`src/rtl/spectro_pkg.sv`:
```
// Shared constants and FSM state type for the spectrogram link receiver.
package spectro_pkg;

  localparam int WORD_W  = 12;
  localparam int N_WORDS = 16;
  localparam int IDX_W   = 4;

  // RTC word 0 layout: {min[5:0], sec[5:0]}
  localparam int MIN_MSB = 11;
  localparam int MIN_LSB = 6;
  localparam int SEC_MSB = 5;
  localparam int SEC_LSB = 0;

  typedef enum logic [1:0] {
    IDLE      = 2'd0,
    WAIT_LOAD = 2'd1,
    SHIFT     = 2'd2
  } state_t;

endpackage

```
`src/rtl/sipo_register.sv`:
```
// Serial-in parallel-out word register with bit counter; mirror of the transmitter PISO.
module sipo_register
  import spectro_pkg::*;
#(
  parameter int WIDTH = WORD_W,
  parameter int CNT_W = $clog2(WIDTH + 1)
) (
  input  logic             clk,
  input  logic             reset,
  input  logic             clear,
  input  logic             shift_en,
  input  logic             serial_in,
  output logic [WIDTH-1:0] word,
  output logic [CNT_W-1:0] count
);

  logic full;

  assign full = (count == CNT_W'(WIDTH));

  // Counter saturates at WIDTH so an over-long word cannot corrupt the captured bits
  always_ff @(posedge clk or negedge reset) begin
    if (!reset) begin
      word  <= '0;
      count <= '0;
    end else if (clear) begin
      word  <= '0;
      count <= '0;
    end else if (shift_en && !full) begin
      word  <= {word[WIDTH-2:0], serial_in};
      count <= count + 1'b1;
    end
  end

endmodule

```
`src/rtl/spectrogram_frame_receiver.sv`:
```
// Deserializes the spectrogram serial link into 16-word frames and commits each
// complete frame atomically to a readable register bank.
module spectrogram_frame_receiver
  import spectro_pkg::*;
#(
  parameter int WORD_W  = spectro_pkg::WORD_W,
  parameter int N_WORDS = spectro_pkg::N_WORDS
) (
  input  logic              clk,
  input  logic              reset,
  input  logic              serial_in,
  input  logic              sl,
  input  logic              ovf,
  input  logic [IDX_W-1:0]  rd_addr,
  output logic [WORD_W-1:0] rd_data,
  output logic [WORD_W-1:0] word_data,
  output logic [IDX_W-1:0]  word_idx,
  output logic              word_valid,
  output logic              frame_done,
  output logic [5:0]        rtc_min,
  output logic [5:0]        rtc_sec,
  output logic              word_err,
  output logic              frame_err,
  output logic              busy
);

  localparam int          CNT_W = $clog2(WORD_W + 1);
  localparam int unsigned LAST  = N_WORDS - 1;

  state_t             state;
  logic               ovf_q;
  logic               ovf_rise;
  logic [IDX_W-1:0]   idx;
  logic               drop;
  logic [WORD_W-1:0]  shadow [N_WORDS];
  logic [WORD_W-1:0]  bank   [N_WORDS];
  logic [WORD_W-1:0]  sipo_word;
  logic [CNT_W-1:0]   sipo_count;
  logic               sipo_full;
  logic               sipo_clear;
  logic               sipo_shift;

  always_comb begin
    ovf_rise   = ovf & ~ovf_q;
    sipo_full  = (sipo_count == CNT_W'(WORD_W));
    // A restart edge wins over a coincident shift bit, so that bit is never captured
    sipo_clear = ovf_rise || (state == SHIFT && !sl);
    sipo_shift = !ovf_rise && sl && !drop && (state == WAIT_LOAD || state == SHIFT);
  end

  sipo_register #(
    .WIDTH (WORD_W),
    .CNT_W (CNT_W)
  ) u_sipo (
    .clk       (clk),
    .reset     (reset),
    .clear     (sipo_clear),
    .shift_en  (sipo_shift),
    .serial_in (serial_in),
    .word      (sipo_word),
    .count     (sipo_count)
  );

  always_ff @(posedge clk or negedge reset) begin
    if (!reset) begin
      state      <= IDLE;
      ovf_q      <= 1'b0;
      idx        <= '0;
      drop       <= 1'b0;
      word_data  <= '0;
      word_idx   <= '0;
      word_valid <= 1'b0;
      frame_done <= 1'b0;
      word_err   <= 1'b0;
      frame_err  <= 1'b0;
      for (int unsigned i = 0; i < N_WORDS; i++) begin
        shadow[i] <= '0;
        bank[i]   <= '0;
      end
    end else begin
      word_valid <= 1'b0;
      frame_done <= 1'b0;
      ovf_q      <= ovf;
      if (ovf_rise) begin
        if (state != IDLE) frame_err <= 1'b1;
        idx   <= '0;
        drop  <= 1'b0;
        state <= WAIT_LOAD;
        for (int unsigned i = 0; i < N_WORDS; i++) shadow[i] <= '0;
      end else begin
        case (state)
          IDLE: ;
          WAIT_LOAD: if (sl) state <= SHIFT;
          SHIFT: begin
            if (sl) begin
              if (sipo_full) begin
                word_err <= 1'b1;
                drop     <= 1'b1;
              end
            end else begin
              state <= WAIT_LOAD;
              drop  <= 1'b0;
              if (!drop && sipo_full) begin
                shadow[idx] <= sipo_word;
                word_data   <= sipo_word;
                word_idx    <= idx;
                word_valid  <= 1'b1;
                idx         <= idx + 1'b1;
                // Last word goes straight into the bank alongside the shadow copy
                if (idx == IDX_W'(LAST)) begin
                  for (int unsigned i = 0; i < N_WORDS; i++)
                    bank[i] <= (i == LAST) ? sipo_word : shadow[i];
                  frame_done <= 1'b1;
                  state      <= IDLE;
                end
              end else if (!drop) begin
                word_err <= 1'b1;
              end
            end
          end
          default: state <= IDLE;
        endcase
      end
    end
  end

  assign rd_data = bank[rd_addr];
  assign rtc_min = bank[0][MIN_MSB:MIN_LSB];
  assign rtc_sec = bank[0][SEC_MSB:SEC_LSB];
  assign busy    = (state != IDLE);

endmodule

```
`config.mk`:
```
export PLATFORM = sky130hd
export DESIGN_NAME = spectrogram_frame_receiver
export DESIGN_NICKNAME = d
export VERILOG_FILES = /design/src/rtl/spectro_pkg.sv /design/src/rtl/sipo_register.sv /design/src/rtl/spectrogram_frame_receiver.sv
export SDC_FILE = /design/constraint.sdc
export NUM_CORES = 1
export LEC_CHECK = 0
export BUFFER_PORTS_ARGS = -buffer_cell sky130_fd_sc_hd__buf_4
export CAP_MARGIN = 10
export CORE_MARGIN = 2
export CORE_UTILIZATION = 34
export CTS_CLUSTER_DIAMETER = 120
export CTS_CLUSTER_SIZE = 8
export DETAILED_ROUTE_END_ITERATION = 10
export SLEW_MARGIN = 20
export SYNTH_ARGS = -nofsm -noshare
export SYNTH_HDL_FRONTEND = slang
export SYNTH_SLANG_ARGS = --single-unit
```
`constraint.sdc`:
```
create_clock -name clk -period 1.8 [get_ports clk]
set_input_delay 0.18 -clock clk [delete_from_list [all_inputs] [get_ports clk]]
set_output_delay 0.18 -clock clk [all_outputs]
set_load 0.1 [all_outputs]
```
# Word level (Yosys, flattened, before mapping)
# Cells that the tools add are included.
# word_totals
ff_bits	428
out_inout_bits	45
wordCells	132
inputBits	9
# classes
n_eq_ne	12
n_bitwise	6
addsub	2
muxes	40
n_reduce_logical	25
magnitude_cmp	3
# op_table
op	count
$mux 192	4
$bwmux 192	1
$mux 12	5
$bmux 12 s4	1
$demux 12 s4	1
$mux 4	6
$mux 1	18
$ge 5x5->1 const B	2
$not 4->5	2
$reduce_and 5->1	2
$add 4x1->4 const B	2
$eq 4x4->1 const B	2
$reduce_bool 2->1	4
$logic_and 1x1->1	7
$mux 2	3
$ne 2x2->1 const B	3
$ne 3x3->1 const B	2
$pmux 2 s3	1
$reduce_and 3->1	2
$lt 5x1->1 const B	1
$logic_not 1->1	4
$ne 2x1->1 const B	2
$reduce_and 2->1	2
$reduce_and 4->1	1
other kinds (7)	10

# Depth between registers and ports, before layout
# logic_depth
depth_word	10
mapped_depth	8
depth_no_buf	5

# Hierarchy
# Synthesis repeated with hierarchy kept, for this count alone.
# unflattened
hier_cells	1460
area_unflattened_um2	18806.8
# by_module_without_submodules
mod	n_inst	area_per_inst_um2	seq_area_each_um2	cells_each
spectrogram_frame_receiver	1	18032.3	10009.6	1396
sipo_register	1	774.5	400.4	64

# Worst setup path before layout
# OpenSTA, ideal clock, no wires.
# synth_path
kind	input to output
from	in rd_addr[0]
to	out rd_data[10]
cell_stages	5
required_ps	1620
path_slack_ps	-370
t_arrival_ps	1990
n_path_buf	2
cell_sequence	buf_2 buf_2 mux4_2 a22oi_1 nand2_1
# synth_via
elab_chain_len	4
# synth_lines
item	line	source
start: declaration	spectrogram_frame_receiver.sv:14	input logic [IDX_W-1:0] rd_addr,
$not 4->5 (not written as such)	spectrogram_frame_receiver.sv:127	assign rd_data = bank[rd_addr];
$bmux 12 s4	spectrogram_frame_receiver.sv:127	
$mux 12 (not written as such) (2 in series)	spectrogram_frame_receiver.sv:127	
end: declaration	spectrogram_frame_receiver.sv:15	output logic [WORD_W-1:0] rd_data,
# Every way passes these cells. The select of a mux whose other input is x is not followed.

# Worst setup path after layout
# layout_path
from	reg bank[161] in the netlist's numbering
to	out rd_data[5]
# layout_via
elab_chain_len	3
# layout_lines
item	line	source
start: declaration	spectrogram_frame_receiver.sv:36	logic [WORD_W-1:0] bank [N_WORDS];
start signal: indexed assignment	spectrogram_frame_receiver.sv:112	bank[i] <= (i == LAST) ? sipo_word : shadow[i];
$bmux 12 s4	spectrogram_frame_receiver.sv:127	
$mux 12 (not written as such) (2 in series)	spectrogram_frame_receiver.sv:127	
# Every way passes these cells. The select of a mux whose other input is x is not followed.

==> metrics.yaml <==
start_util_pct: 34.3
start_kind: "register"
violations: "setup timing"
status: "finished, violations left"
grt_pass1_vias: 12300
synth_top_family_by_area: "multiplexers"
grt_max_degree: 99
rsz0062_at_grt: "true"
cts_buffer_depth: 3
r2r_start: "state[0]"
relSlewSlack_pct: 49.8
cp_cell_sequence: "mux4_2 -> a22oi_2 -> buf_4 -> nand2_4 -> buf_12"
syn_area_sq_mm: 0.0188
muxShareOfSynthArea_pct: 31.3
grt_pass1_wl_mm: 76.7
critical_path.top_delay_family: "multiplexers"
hpwl_mm: 29.6
synth_fp_nets: 1345
critPathCaptureType: "output port"
yosys.area_share.simple_pct: 6.60
cts_max_level: 2
die_w_um: 239
max_freq_mhz: 441
min_path_type: "input pin to register"
nFillCells: 4839
ios: 54
met2WireLength_mm: 22.9
syn_inst: 1327
power.density_mw_per_mm2: 866
wl_met1_mm: 23.0
critPathMaxStageDelay_ns: 0.47
worstSetupPathType: "register to output port"
dr.pass1.iters: 5
ys_seq_area_share_pct: 55.3
synth_top_area_cell: "dfrtp_1"
synth_top_area_share_pct: 55.3
synth_seq_cells: 416
drt-total-wl_mm: 49.1
drcViolationCount: 0
path_clk_slew_ns: 0.05
layout_common_cells: "416 x dfrtp_1, 194 x nand2_1, 180 x mux2i_1"
setup_viol: 206
synth_adder_area_share_pct: 0.598
drt_iter0_drc: 782
worstReg2RegEnd: "bank[87]"
vias_per_cell: 5.14
cts_tree: "yes"
die-area_sq_mm: 0.0573
grt_usage_pct: 17.6
irDropWorstVdd_uv: 679
grt.overflow.total: 0
rows: 86
synth_edf_count: 0
core_area_sq_mm: 0.0549
clock_skew_ns: 0.0140
layout-drive-gt1-share_pct: 39.8
ys_top_cells_by_area: "dfrtp_1 55%, mux2_4 13%, mux2i_1 9.7%"
wl_met3_mm: 2.14
pre_cts_slack_ns: -0.197
crit_start: "bank[161]"
detail_route.wl_per_cell_um: 22.3
n_antenna_cell: 0
synth-xor-area-share_pct: 0
avgSynthCellArea_sq_um: 14.2
layout_commonest_cell: "dfrtp_1"
holdPathEnd: "state[1]"
io_buffers: 53
worstHoldPathCells: 4
crit_fanout: 2
finalPower_uw: 20700
gp_congestion: 0.790
tightest_slew_ns: 0.753
slew_viol_final: 0
synth-main-ff-cell: "dfrtp_1"
finalHoldViolations: 0
cp.arrival_ns: 2.09
finalCritPeriodShare_pct: 126
cp_num_buf_inv: 2
cap_violations: 0
vias: 11300
fin_ws_ns: -0.468
critPathRequiredTime_ns: 1.62
yosysWarningCount: 0
clock_latency_ns: 0.59
cts.sinks: 416
chipHeight_um: 239
cp_num_cells: 5
multi_input_area_sq_mm: 0.00798
antenna_found_initial: 0
reg2reg_slack_ns: -0.25
layout.nets: 1517
fin_crit_ns: 2.27
ys_types: 42
cts_made_buffers: 57
hold_start: "sl"
final_cell_count_no_fill: 2204
reg2reg_depth: 9
cpMaxStageDelayCell: "mux4_2"
ant_nets: 0
area_growth_pct: 26.7
top_layer_used: "met4"
synth_compound_area_share_pct: 2.50
cts-root-buf: "clkbuf_16"
dp.cells: 2089
total_leakage_power_uw: 0.0125
regArea_sq_mm: 0.0104
synthArstFlopShare_pct: 100
## kinds of logic (layout without fill, tap and decap cells)
logic type                 after synthesis  in the layout
AOI/OAI and AO/OA                       70             70
adders and majority gates                9              9
buffers and inverters                  122            295
DFF                                    416            416
muxes                                  439            439
and+or+nand+nor                        271            271
## routing by layer
metal | vias up | track usage (%)
li1 | 5032 | -
met1 | 5996 | 25.1
met2 | 232 | 27.6
met3 | 62 | 2.93
met4 | 0 | 4.79
met5 | - | 0
## sequential cells by signal, summed over array words and instances (netlist names), 2 cells and up
signal / flops
rtc_sec: 6
u_sipo.count: 4
idx: 4
state: 2
word_idx: 4
rtc_min: 6
shadow: 180
u_sipo.word: 12
bank: 180
word_data: 12
## cell type report
class | count | share of cell area (%)
multi-input combinational | 789 | 33.4
timing repair buffer | 227 | 12.9
tap | 704 | 3.69
clock inverter | 1 | 0.0367
sequential | 416 | 43.6
clock buffer | 59 | 6.19
inverter | 8 | 0.147
## where the power goes
part / internal, uW / leakage [uW] / switching (uW)
sequential: 9440 / 0.00580 / 75.0
combinational: 623 / 0.00601 / 1050
clock: 5670 / 0.000732 / 3820
## cell usage after synthesis, types with 2 or more instances
| library cell | n |
|---|---|
| a22oi_1 | 24 |
| and3_1 | 3 |
| dfrtp_1 | 416 |
| buf_6 | 19 |
| mux2i_1 | 182 |
| nor2b_1 | 6 |
| nand4_2 | 8 |
| nand3_1 | 8 |
| and2_1 | 4 |
| buf_4 | 22 |
| inv_1 | 8 |
| clkbuf_1 | 54 |
| a21oi_1 | 20 |
| o21ai_0 | 4 |
| a31o_2 | 2 |
| ha_1 | 9 |
| nand4_1 | 20 |
| mux2_2 | 40 |
| nor2_1 | 3 |
| mux4_2 | 48 |
| buf_2 | 18 |
| nand2b_1 | 2 |
| mux2_4 | 169 |
| o31ai_1 | 15 |
| nand2_1 | 206 |
## per-stage QoR
step | hold WS (ns) | setup TNS, ns | area (sq um) | utilization [%]
2_1_floorplan | -0.116 | -0.602 | 19000 | -
3_3_place_gp | 0.0256 | -6.78 | 21000 | 38.3
3_5_place_dp | 0.0243 | -10.29 | 21000 | 38.3
4_1_cts | 0.0143 | -41.01 | 23800 | 43.4
5_1_grt | 0.0675 | -44.84 | 23900 | 43.5
6_report | 0.0405 | -32.03 | 23900 | 43.5
## how the worst max path moves through the flow
stage	to
4_1_cts	rd_data[5]
3_3_place_gp	rd_data[5]
6_report	rd_data[5]
5_1_grt	rd_data[5]
2_1_floorplan	word_data[10]
3_5_place_dp	rd_data[1]
## worst min-delay path: cells and delay by family
kind / cells / cell delay (ns)
compound gates: 2 / 0.13
buf+inv: 2 / 0.27
## repair_timing
item / in CTS / in global routing
hold buffers: 4 / 0
pin swaps: 11 / 6
buffers inserted: 26 / 14
endpoints found under the hold margin: 418 / 0
gates resized for setup: 109 / 45
setup endpoints to repair: 202 / 327
cloned: 22 / 3
Power figures use the tool's default switching activity.
